[src/rtl/render_pkg.sv]
// Shared render-queue definitions: command layout, reader FSM states, screen defaults.
// Used by render_cmd_reader and by the HPS-side command writer so both agree on
// the 48-bit command format and the clip/transparency constants.
package render_pkg;

  localparam int CMD_W      = 48;
  localparam int MEM_ADDR_W = 9;   // 512-word image memory
  localparam int RGB_W      = 24;
  localparam int COORD_W    = 10;
  localparam int DIM_W      = 4;   // sprite dimensions stored as size-1, 1..16

  localparam int                SCREEN_W_DEF        = 640;
  localparam int                SCREEN_H_DEF        = 480;
  localparam logic [RGB_W-1:0]  TRANSPARENT_RGB_DEF = 24'hFF00FF;

  // Field order matches the queue word, MSB first: [47:38] x0 ... [9:0] reserved.
  typedef struct packed {
    logic [COORD_W-1:0]    x0;
    logic [COORD_W-1:0]    y0;
    logic [MEM_ADDR_W-1:0] base;
    logic [DIM_W-1:0]      w_m1;
    logic [DIM_W-1:0]      h_m1;
    logic                  eof;
    logic [9:0]            rsvd;
  } render_cmd_t;

  typedef enum logic [2:0] {
    ST_IDLE,
    ST_POP,
    ST_FETCH,
    ST_WAIT,
    ST_EMIT,
    ST_NEXT
  } rd_state_t;

  // Screen coordinate of a sprite pixel, one bit wider so off-screen sums never wrap.
  function automatic logic [COORD_W:0] coord_sum(input logic [COORD_W-1:0] origin,
                                                 input logic [DIM_W-1:0]   offset);
    return {1'b0, origin} + {{(COORD_W+1-DIM_W){1'b0}}, offset};
  endfunction

endpackage

[src/rtl/render_cmd_reader_if.sv]
// Bus bundle around render_cmd_reader: render queue (show-ahead, pop strobe),
// image memory read port (1-cycle sync read) and pixel output (valid/ready).
// master = the reader, slave = queue/memory/pixel-writer side.
interface render_cmd_reader_if;
  import render_pkg::*;

  logic                  q_empty;
  logic [CMD_W-1:0]      q_dout;
  logic                  q_pop_front;
  logic [MEM_ADDR_W-1:0] mem_addr;
  logic [RGB_W-1:0]      mem_dout;
  logic                  pix_valid;
  logic                  pix_ready;
  logic [COORD_W-1:0]    pix_x;
  logic [COORD_W-1:0]    pix_y;
  logic [RGB_W-1:0]      pix_rgb;

  modport master (
    input  q_empty, q_dout, mem_dout, pix_ready,
    output q_pop_front, mem_addr, pix_valid, pix_x, pix_y, pix_rgb
  );

  modport slave (
    output q_empty, q_dout, mem_dout, pix_ready,
    input  q_pop_front, mem_addr, pix_valid, pix_x, pix_y, pix_rgb
  );

endinterface

[src/rtl/sprite_walker.sv]
// Sprite scan counters: column/row position and image address, with last-pixel detect.
// Latency: load/step take effect on the next clk50 edge; last_o is combinational.
// Backpressure: none of its own, it only advances when the FSM pulses step_i.
// Ports: load_i restarts at base_i (col=row=0); step_i advances one pixel in raster order.
module sprite_walker
  import render_pkg::*;
(
  input  logic                  clk50,
  input  logic                  reset_reg,
  input  logic                  load_i,
  input  logic                  step_i,
  input  logic [MEM_ADDR_W-1:0] base_i,
  input  logic [DIM_W-1:0]      w_m1_i,
  input  logic [DIM_W-1:0]      h_m1_i,
  output logic [MEM_ADDR_W-1:0] addr_o,
  output logic [DIM_W-1:0]      col_o,
  output logic [DIM_W-1:0]      row_o,
  output logic                  last_o
);

  logic [MEM_ADDR_W-1:0] addr_q, addr_d;
  logic [DIM_W-1:0]      col_q, col_d;
  logic [DIM_W-1:0]      row_q, row_d;

  always_ff @(posedge clk50 or posedge reset_reg) begin
    if (reset_reg) begin
      addr_q <= '0;
      col_q  <= '0;
      row_q  <= '0;
    end else begin
      addr_q <= addr_d;
      col_q  <= col_d;
      row_q  <= row_d;
    end
  end

  always_comb begin
    addr_d = addr_q;
    col_d  = col_q;
    row_d  = row_q;
    if (load_i) begin
      addr_d = base_i;
      col_d  = '0;
      row_d  = '0;
    end else if (step_i) begin
      // Image is stored row-major and contiguous, so the address simply counts;
      // it wraps 511 -> 0 so a sprite may straddle the end of memory.
      addr_d = addr_q + 1'b1;
      if (col_q == w_m1_i) begin
        col_d = '0;
        row_d = row_q + 1'b1;
      end else begin
        col_d = col_q + 1'b1;
      end
    end
  end

  assign addr_o = addr_q;
  assign col_o  = col_q;
  assign row_o  = row_q;
  assign last_o = (col_q == w_m1_i) && (row_q == h_m1_i);

endmodule

[src/rtl/render_cmd_reader.sv]
// Render queue consumer: pops a sprite command, reads its pixels, emits visible ones.
// Latency: 4 clk50 per emitted pixel (FETCH, WAIT, EMIT, NEXT), 3 per skipped pixel.
// Backpressure: holds pixel stable in EMIT until pix_ready; queue only popped when idle.
// Ports: clk50/reset_reg (async, active-high); enable gates new pops; io = queue,
// image memory and pixel bus; frame_done pulses after an eof command; busy = not IDLE.
module render_cmd_reader
  import render_pkg::*;
#(
  parameter int               SCREEN_W        = SCREEN_W_DEF,
  parameter int               SCREEN_H        = SCREEN_H_DEF,
  parameter logic [RGB_W-1:0] TRANSPARENT_RGB = TRANSPARENT_RGB_DEF
) (
  input  logic                clk50,
  input  logic                reset_reg,
  input  logic                enable,
  render_cmd_reader_if.master io,
  output logic                frame_done,
  output logic                busy
);

  rd_state_t          state_q, state_d;
  render_cmd_t        cmd_q, cmd_d;
  logic [COORD_W-1:0] pix_x_q, pix_x_d;
  logic [COORD_W-1:0] pix_y_q, pix_y_d;
  logic [RGB_W-1:0]   pix_rgb_q, pix_rgb_d;
  logic               frame_done_q, frame_done_d;

  logic               pop;
  logic               walk_load;
  logic               walk_step;
  logic [DIM_W-1:0]   col;
  logic [DIM_W-1:0]   row;
  logic               last;
  logic [COORD_W:0]   sum_x;
  logic [COORD_W:0]   sum_y;
  logic               skip_pix;
  logic               unused_rsvd;

  sprite_walker u_walker (
    .clk50     (clk50),
    .reset_reg (reset_reg),
    .load_i    (walk_load),
    .step_i    (walk_step),
    .base_i    (cmd_q.base),
    .w_m1_i    (cmd_q.w_m1),
    .h_m1_i    (cmd_q.h_m1),
    .addr_o    (io.mem_addr),
    .col_o     (col),
    .row_o     (row),
    .last_o    (last)
  );

  assign sum_x    = coord_sum(cmd_q.x0, col);
  assign sum_y    = coord_sum(cmd_q.y0, row);
  assign skip_pix = (sum_x >= (COORD_W+1)'(SCREEN_W)) ||
                    (sum_y >= (COORD_W+1)'(SCREEN_H)) ||
                    (io.mem_dout == TRANSPARENT_RGB);

  always_ff @(posedge clk50 or posedge reset_reg) begin
    if (reset_reg) begin
      state_q      <= ST_IDLE;
      cmd_q        <= '0;
      pix_x_q      <= '0;
      pix_y_q      <= '0;
      pix_rgb_q    <= '0;
      frame_done_q <= 1'b0;
    end else begin
      state_q      <= state_d;
      cmd_q        <= cmd_d;
      pix_x_q      <= pix_x_d;
      pix_y_q      <= pix_y_d;
      pix_rgb_q    <= pix_rgb_d;
      frame_done_q <= frame_done_d;
    end
  end

  always_comb begin
    state_d      = state_q;
    cmd_d        = cmd_q;
    pix_x_d      = pix_x_q;
    pix_y_d      = pix_y_q;
    pix_rgb_d    = pix_rgb_q;
    frame_done_d = 1'b0;
    pop          = 1'b0;
    walk_load    = 1'b0;
    walk_step    = 1'b0;
    unique case (state_q)
      ST_IDLE: begin
        // Holding off while frame_done is high keeps the pulse and the next pop
        // in separate cycles.
        if (enable && !io.q_empty && !frame_done_q) begin
          pop     = 1'b1;
          cmd_d   = io.q_dout;
          state_d = ST_POP;
        end
      end
      ST_POP: begin
        walk_load = 1'b1;
        state_d   = ST_FETCH;
      end
      ST_FETCH: state_d = ST_WAIT;
      ST_WAIT: begin
        pix_rgb_d = io.mem_dout;
        pix_x_d   = sum_x[COORD_W-1:0];
        pix_y_d   = sum_y[COORD_W-1:0];
        state_d   = skip_pix ? ST_NEXT : ST_EMIT;
      end
      ST_EMIT: begin
        if (io.pix_ready) state_d = ST_NEXT;
      end
      ST_NEXT: begin
        walk_step = 1'b1;
        if (last) begin
          frame_done_d = cmd_q.eof;
          state_d      = ST_IDLE;
        end else begin
          state_d = ST_FETCH;
        end
      end
      default: state_d = ST_IDLE;
    endcase
  end

  // The pop is decoded from IDLE, which is also the reset state, so it is
  // masked while reset is asserted.
  assign io.q_pop_front = pop && !reset_reg;
  assign io.pix_valid   = (state_q == ST_EMIT);
  assign io.pix_x       = pix_x_q;
  assign io.pix_y       = pix_y_q;
  assign io.pix_rgb     = pix_rgb_q;
  assign frame_done     = frame_done_q;
  assign busy           = (state_q != ST_IDLE);

  assign unused_rsvd = ^cmd_q.rsvd;

endmodule

[src/flat_wrapper.sv]
// flat-port wrapper written by rule: the top's interface ports become plain ports
module render_cmd_reader_flat import render_pkg::*;
#(
  parameter int               SCREEN_W        = SCREEN_W_DEF,
  parameter int               SCREEN_H        = SCREEN_H_DEF,
  parameter logic [RGB_W-1:0] TRANSPARENT_RGB = TRANSPARENT_RGB_DEF
)
  (clk50, reset_reg, enable, frame_done, busy, io_q_empty, io_q_dout, io_mem_dout, io_pix_ready, io_q_pop_front, io_mem_addr, io_pix_valid, io_pix_x, io_pix_y, io_pix_rgb);
  render_cmd_reader_if io_i ();
  input  logic clk50;
  input  logic reset_reg;
  input  logic enable;
  output logic frame_done;
  output logic busy;
  input wire logic [$bits(io_i.q_empty)-1:0] io_q_empty;
  input wire logic [$bits(io_i.q_dout)-1:0] io_q_dout;
  input wire logic [$bits(io_i.mem_dout)-1:0] io_mem_dout;
  input wire logic [$bits(io_i.pix_ready)-1:0] io_pix_ready;
  output wire logic [$bits(io_i.q_pop_front)-1:0] io_q_pop_front;
  output wire logic [$bits(io_i.mem_addr)-1:0] io_mem_addr;
  output wire logic [$bits(io_i.pix_valid)-1:0] io_pix_valid;
  output wire logic [$bits(io_i.pix_x)-1:0] io_pix_x;
  output wire logic [$bits(io_i.pix_y)-1:0] io_pix_y;
  output wire logic [$bits(io_i.pix_rgb)-1:0] io_pix_rgb;
  assign io_i.q_empty = io_q_empty;
  assign io_i.q_dout = io_q_dout;
  assign io_i.mem_dout = io_mem_dout;
  assign io_i.pix_ready = io_pix_ready;
  assign io_q_pop_front = io_i.q_pop_front;
  assign io_mem_addr = io_i.mem_addr;
  assign io_pix_valid = io_i.pix_valid;
  assign io_pix_x = io_i.pix_x;
  assign io_pix_y = io_i.pix_y;
  assign io_pix_rgb = io_i.pix_rgb;
  render_cmd_reader #(.SCREEN_W(SCREEN_W), .SCREEN_H(SCREEN_H), .TRANSPARENT_RGB(TRANSPARENT_RGB)) u_core (.clk50(clk50), .reset_reg(reset_reg), .enable(enable), .io(io_i), .frame_done(frame_done), .busy(busy));
endmodule
[config.mk]
export PLATFORM = sky130hd
export DESIGN_NAME = render_cmd_reader_flat
export DESIGN_NICKNAME = d
export VERILOG_FILES = /design/src/rtl/render_pkg.sv /design/src/rtl/render_cmd_reader_if.sv /design/src/rtl/sprite_walker.sv /design/src/rtl/render_cmd_reader.sv /design/src/flat_wrapper.sv
export SDC_FILE = /design/constraint.sdc
export NUM_CORES = 1
export LEC_CHECK = 0
export CORE_MARGIN = 2
export CORE_UTILIZATION = 30
export CTS_CLUSTER_DIAMETER = 100
export DETAILED_ROUTE_END_ITERATION = 10
export HOLD_SLACK_MARGIN = 0.08
export PLACE_DENSITY_LB_ADDON = 0.15
export SLEW_MARGIN = 30
export SYNTH_ARGS = -nofsm -noshare
export SYNTH_HDL_FRONTEND = slang
export SYNTH_SLANG_ARGS = --single-unit
[constraint.sdc]
create_clock -name clk50 -period 9.9 [get_ports clk50]
set_input_delay 1.485 -clock clk50 [delete_from_list [all_inputs] [get_ports clk50]]
set_output_delay 1.485 -clock clk50 [all_outputs]
set_load 0.005 [all_outputs]
==> Word-level counts from Yosys, hierarchy flattened <==
Cells that the tools add are included.
{ "classes": {"reduce_logical": 16, "muxes": 19, "n_lt_le_gt_ge": 2, "eq_ne": 10, "addsub": 5} }
{ "op_table": {"columns": ["cell", "n"], "rows": [
  ["equality test 24 bit (second input constant)", 1],
  ["two-way mux 4 bit", 6],
  ["adder 10 x 4 -> 11 bit", 2],
  ["two-way mux 9 bit", 2],
  ["one-hot mux 3 bit (6 select lines)", 1],
  ["greater-or-equal comparator 11 x 10 -> 1 bit (second input constant)", 1],
  ["greater-or-equal comparator 11 x 9 -> 1 bit (second input constant)", 1],
  ["adder 9 x 1 -> 9 bit (second input constant)", 1],
  ["adder 4 x 1 -> 4 bit (second input constant)", 2],
  ["equality test 4 bit", 2],
  ["two-way mux 1 bit", 7],
  ["equality test 3 x 2 -> 1 bit (second input constant)", 2],
  ["equality test 3 bit (second input constant)", 2],
  ["two-way mux 3 bit", 2],
  ["AND reduction 2 bit", 3],
  ["logical AND 1 bit", 4],
  ["nonzero test 2 bit", 2],
  ["equality test 3 x 1 -> 1 bit (second input constant)", 1],
  ["logical NOT 1 bit", 3],
  ["logical NOT 3 bit", 1],
  ["nonzero test 3 bit", 1],
  ["logical OR 1 bit", 2],
  ["two-way mux 2 bit", 1],
  ["inequality test 2 x 1 -> 1 bit (second input constant)", 1],
  ["inequality test 2 bit (second input constant)", 1]
]} }
{ "word_totals": {"reg_bits": 103, "word_cells": 66, "out_inout_bits": 57, "inputBits": 77} }

==> Logic depth before layout (Yosys ltp) <==
{ "depth": {"ltp_word": 6, "mapped_depth": 8, "ltp_nobuf": 8} }

==> Cells and area by module <==
From an unflattened synthesis, not the netlist that was laid out.
{ "hier_totals": {"hier_cells": 402, "area_unflattened_um2": 4844.6} }
{ "by_module_without_submodules": {"columns": ["mod", "seq_area_each_um2", "area_per_inst_um2", "instances", "cells_each"], "rows": [
  ["render_cmd_reader", 2152.1, 3873.7, 1, 296],
  ["sprite_walker", 425.4, 970.9, 1, 106]
]} }

==> Worst setup path after synthesis <==
OpenSTA, ideal clock, no wires.
{ "synth_timing": {"path_type": "input port to output port", "startpoint": "in io_q_empty", "endpoint": "out io_q_pop_front", "cell_stages": 5, "arrival_time_ps": 2245, "path_slack_ps": 6170, "required_time_ps": 8415, "path_buffers": 2, "path_cell_list": "nor3b_1 nand2_1 buf_2 buf_6 nor2_1"} }
{ "synth_between": {"elab_chain_cells": 6} }
{ "synth_rtl": {"columns": ["item", "line_no", "source"], "rows": [
  ["start, declared", "flat_wrapper.sv:15", "input wire logic [$bits(io_i.q_empty)-1:0] io_q_empty;"],
  ["logical NOT 1 bit", "render_cmd_reader.sv:91", "if (enable && !io.q_empty && !frame_done_q) begin"],
  ["logical AND 1 bit (2 in a row)", "render_cmd_reader.sv:91", null],
  ["two-way mux 1 bit", "render_cmd_reader.sv:91", null],
  ["two-way mux 1 bit", "render_cmd_reader.sv:87", "unique case (state_q)"],
  ["logical AND 1 bit", "render_cmd_reader.sv:126", "assign io.q_pop_front = pop && !reset_reg;"],
  ["end, declared", "flat_wrapper.sv:19", "output wire logic [$bits(io_i.q_pop_front)-1:0] io_q_pop_front;"]
]} }
No other way between the ends.

==> Worst setup path in the final report <==
{ "layout_timing": {"startpoint": "in enable", "endpoint": "out io_q_pop_front"} }
{ "layout_between": {"elab_chain_cells": 5} }
{ "layout_rtl": {"columns": ["item", "line_no", "source"], "rows": [
  ["start, declared", "flat_wrapper.sv:12", "input logic enable;"],
  ["logical AND 1 bit (2 in a row)", "render_cmd_reader.sv:91", null],
  ["two-way mux 1 bit", "render_cmd_reader.sv:91", null],
  ["two-way mux 1 bit", "render_cmd_reader.sv:87", null],
  ["logical AND 1 bit", "render_cmd_reader.sv:126", null]
]} }
No other way between the ends.

==> metrics.csv <==
stage,metric,value,unit
run_status,status,"finished, final reports clean",
worst_setup_path,R2R Path Start,u_core.u_walker.col_o[0],
logic_synthesis,most instantiated library cell after synthesis,dfrtp_1,
detailed_routing,Avg WL per Cell,15.2,um
detailed_routing,ANT nets after route,0,
worst_setup_path,crit path kind,in -> out,
logic_synthesis,Post-synth EDFFs,0,
place,# port buffers,123,
clocking,Num CTS Buffers,9,
flow_run,max cap viols,0,
logic_synthesis,syn_area_per_cell,11.4,sq um
detailed_routing,Met2 Routed Length,5570,um
sta,unrepaired setup endpoints after global routing,false,
logic_synthesis,Synth async-reset ratio,1.00,
worst_setup_path,worst-path fanout max,5,
floorplanning,Initial Util,0.307,
clocking,Clock Latency Late Sink,340,ps
layout,fin util,0.415,
pwr,leak pwr,2.71,nW
worst_setup_path,CP Data Required Time,8420,ps
global_route,aggregate global routing overflow,0,
worst_setup_path,CP startpoint kind,input pin,
sta,Slew Limit Headroom,0.498,
layout,# diodes,0,
clocking,hold buffers post-CTS,0,
floorplanning,die height,131,um
clocking,H-Tree Depth,3,
logic_synthesis,Synth top cells by count,"dfrtp_1 (103), mux2_2 (64), nand2_1 (53)",
place,Post-DP HPWL,8310,um
floorplanning,die width,131,um
worst_setup_path,Worst setup startpoint,enable,
global_route,aggregate global-route resource usage,0.142,
logic_synthesis,Synth area leader,dfrtp_1,
pwr,Pwr Density,280,nW/um^2
logic_synthesis,Yosys reg bits,103,
worst_setup_path,crit path DAT,3140,ps
worst_hold_path,Hold Path Class,reg -> reg,
layout,Nets,634,
pwr,overall power,1.84,mW
pwr,VDD IR max,0.000116,V
worst_setup_path,reg2reg setup slack,7260,ps
logic_synthesis,combinational family with the most area after synthesis,multiplexers,
layout,share of cells above drive strength 1,0.168,
logic_synthesis,Syn Inst Count,425,
logic_synthesis,syn nets,515,
floorplanning,# IOs,134,
detailed_routing,Metal-1 WL,5270,um
sta,Final Cycle Share,0.467,
worst_setup_path,CP endpoint kind,primary output,
logic_synthesis,Yosys top cell area share,0.531,
sta,Fin. Hold Viols,0,
detailed_routing,met3 wire length,387,um
detailed_routing,final WL,11600,um
place,pre-CTS WS,5230,ps
logic_synthesis,cell area after synthesis,4860,sq um
sta,Tightest Pin Transition,752,ps
logic_synthesis,Netlist cell types,47,
clocking,Clock Root Buffer,clkbuf_16,
floorplanning,Die ar.,17200,sq um
place,GP Congestion,0.751,
sta,Max Fclk,216,MHz
logic_synthesis,Synth Area in Adders,0.0366,
logic_synthesis,Synth area leaders,"dfrtp_1 (53%), mux2_2 (15%), nand2_1 (4.1%)",
detailed_routing,Residual DRC,0,
detailed_routing,highest routed layer,met4,
detailed_routing,vias per inst,4.69,
clocking,maximum clock path buffer count,2,
sta,Worst Skew,8.15,ps
sta,# setup viols final,0,
worst_setup_path,Worst Setup EP,io_q_pop_front,
global_route,pin count of the biggest net entering global routing,82,
clocking,PostCTS Resize Cnt,0,
layout,Synth-to-Final Area Change,35.2,%
logic_synthesis,"Top FF cell, synth",dfrtp_1,
logic_synthesis,Compound-Gate Fraction of Synth Area,0.0958,
detailed_routing,Initial DRC Count,228,
global_route,vias in the first global route,3682,
sta,Final WS setup,5270,ps
global_route,initial antenna violation count,0,
logic_synthesis,mux cell area share after synthesis,0.152,
sta,max-slew violation count,0,
sta,setup_tns,0,ps
clocking,Setup Buffers After CTS,0,
floorplanning,area of the core,15800,sq um
floorplanning,Rows,46,
logic_synthesis,"Seq/Total Area, Yosys",0.531,
global_route,first-pass GRT wire length,19300,um
detailed_routing,routed via count,3582,
clocking,Worst-path clk slew,60,ps
detailed_routing,drt first pass iters,4,
clocking,clock sink count,103,
sta,final critical-path required period,4630,ps
logic_synthesis,xor/xnor share of the synthesized area,0.0397,
logic_synthesis,Synth Area in Simple Gates,0.121,
logic_synthesis,YS warnings,0,
worst_setup_path,worst r2r dst,u_core.state_q[0],
clocking,CTS tree,done,
worst_setup_path,Worst Reg-to-Reg Cells,8,
[worst min path at each step]
| stage | slack [ps] | cells after the start | from | to |
|---|---|---|---|---|
| 2_1_floorplan | 470 | 2 | u_core.io.pix_x[0] | u_core.io.pix_x[0] |
| 4_1_cts | 480 | 2 | u_core.io.pix_x[0] | u_core.io.pix_x[0] |
| 3_5_place_dp | 470 | 2 | u_core.io.pix_x[0] | u_core.io.pix_x[0] |
| 3_3_place_gp | 460 | 2 | u_core.io.pix_x[7] | u_core.io.pix_x[7] |
| 5_1_grt | 510 | 2 | u_core.io.pix_x[9] | u_core.io.pix_x[9] |
| 6_report | 470 | 2 | u_core.io.pix_y[2] | u_core.io.pix_y[2] |
[final cells by class]
type,instances,area [sq um]
clock inverters,1,5.00
well taps,216,270
flip-flops and latches,103,2580
clock buffers,14,254
fillers,1544,9260
inverters,8,32.5
multi-input cells,296,2170
repair buffers,126,1260
[flip-flops by register name, summed over array words and instances, names as in the netlist]
register	flops
u_core.io.pix_y	10
u_core.u_walker.addr_o	9
u_core.frame_done	1
u_core.u_walker.col_o	4
u_core.u_walker.row_o	4
u_core.cmd_q	38
u_core.io.pix_rgb	24
u_core.state_q	3
u_core.io.pix_x	10
[report_power, final]
part | internal (mW) | leakage (nW) | total [mW] | switching [mW]
sequential | 0.616 | 1.25 | 0.781 | 0.165
clock | 0.176 | 0.127 | 0.324 | 0.148
combinational | 0.455 | 1.33 | 0.736 | 0.281
total | 1.25 | 2.71 | 1.84 | 0.593
[cells by family after synthesis]
group,after synthesis
mux,66
compound gates,74
buf+inv,26
xor+xnor,22
fa+ha+maj,13
simple gates,121
flops,103
[layer usage]
metal,track usage,vias up
met2,0.229,73
met4,0.0761,0
met3,0.0258,20
met5,0,-
met1,0.181,1745
li1,-,1744
[placed cells by master (no fill, tap or decap), types with 4 or more instances in the layout]
cell type / netlist / routed
nor2_1: 13 / 13
o31ai_1: 6 / 6
and3_1: 5 / 5
clkbuf_1: 8 / 4
nand2_1: 53 / 51
ha_1: 11 / 11
nand3_1: 17 / 17
nand4_1: 7 / 7
clkdlybuf4s50_1: 0 / 123
dfrtp_1: 103 / 102
clkbuf_16: 0 / 9
mux2_2: 64 / 64
a21oi_1: 16 / 16
xor2_1: 6 / 6
xnor2_1: 16 / 16
o21ai_0: 26 / 26
o22ai_1: 5 / 5
nand2b_1: 5 / 5
inv_1: 8 / 7
[critical path, stage by stage]
cell and delay, ps:
clkdlybuf4s50_1 450, nor3b_1 350, nand2_2 210, nor2_1 140, clkdlybuf4s50_1 510
[stage by stage]
stage	hold WS, ps	instances	instance area, sq um
floorplan	470	425	4860
global placement	463	749	6300
detailed placement	467	749	6310
CTS	484	764	6570
global route	508	764	6570
finish	474	764	6570
(Power assumes the default switching activity.)
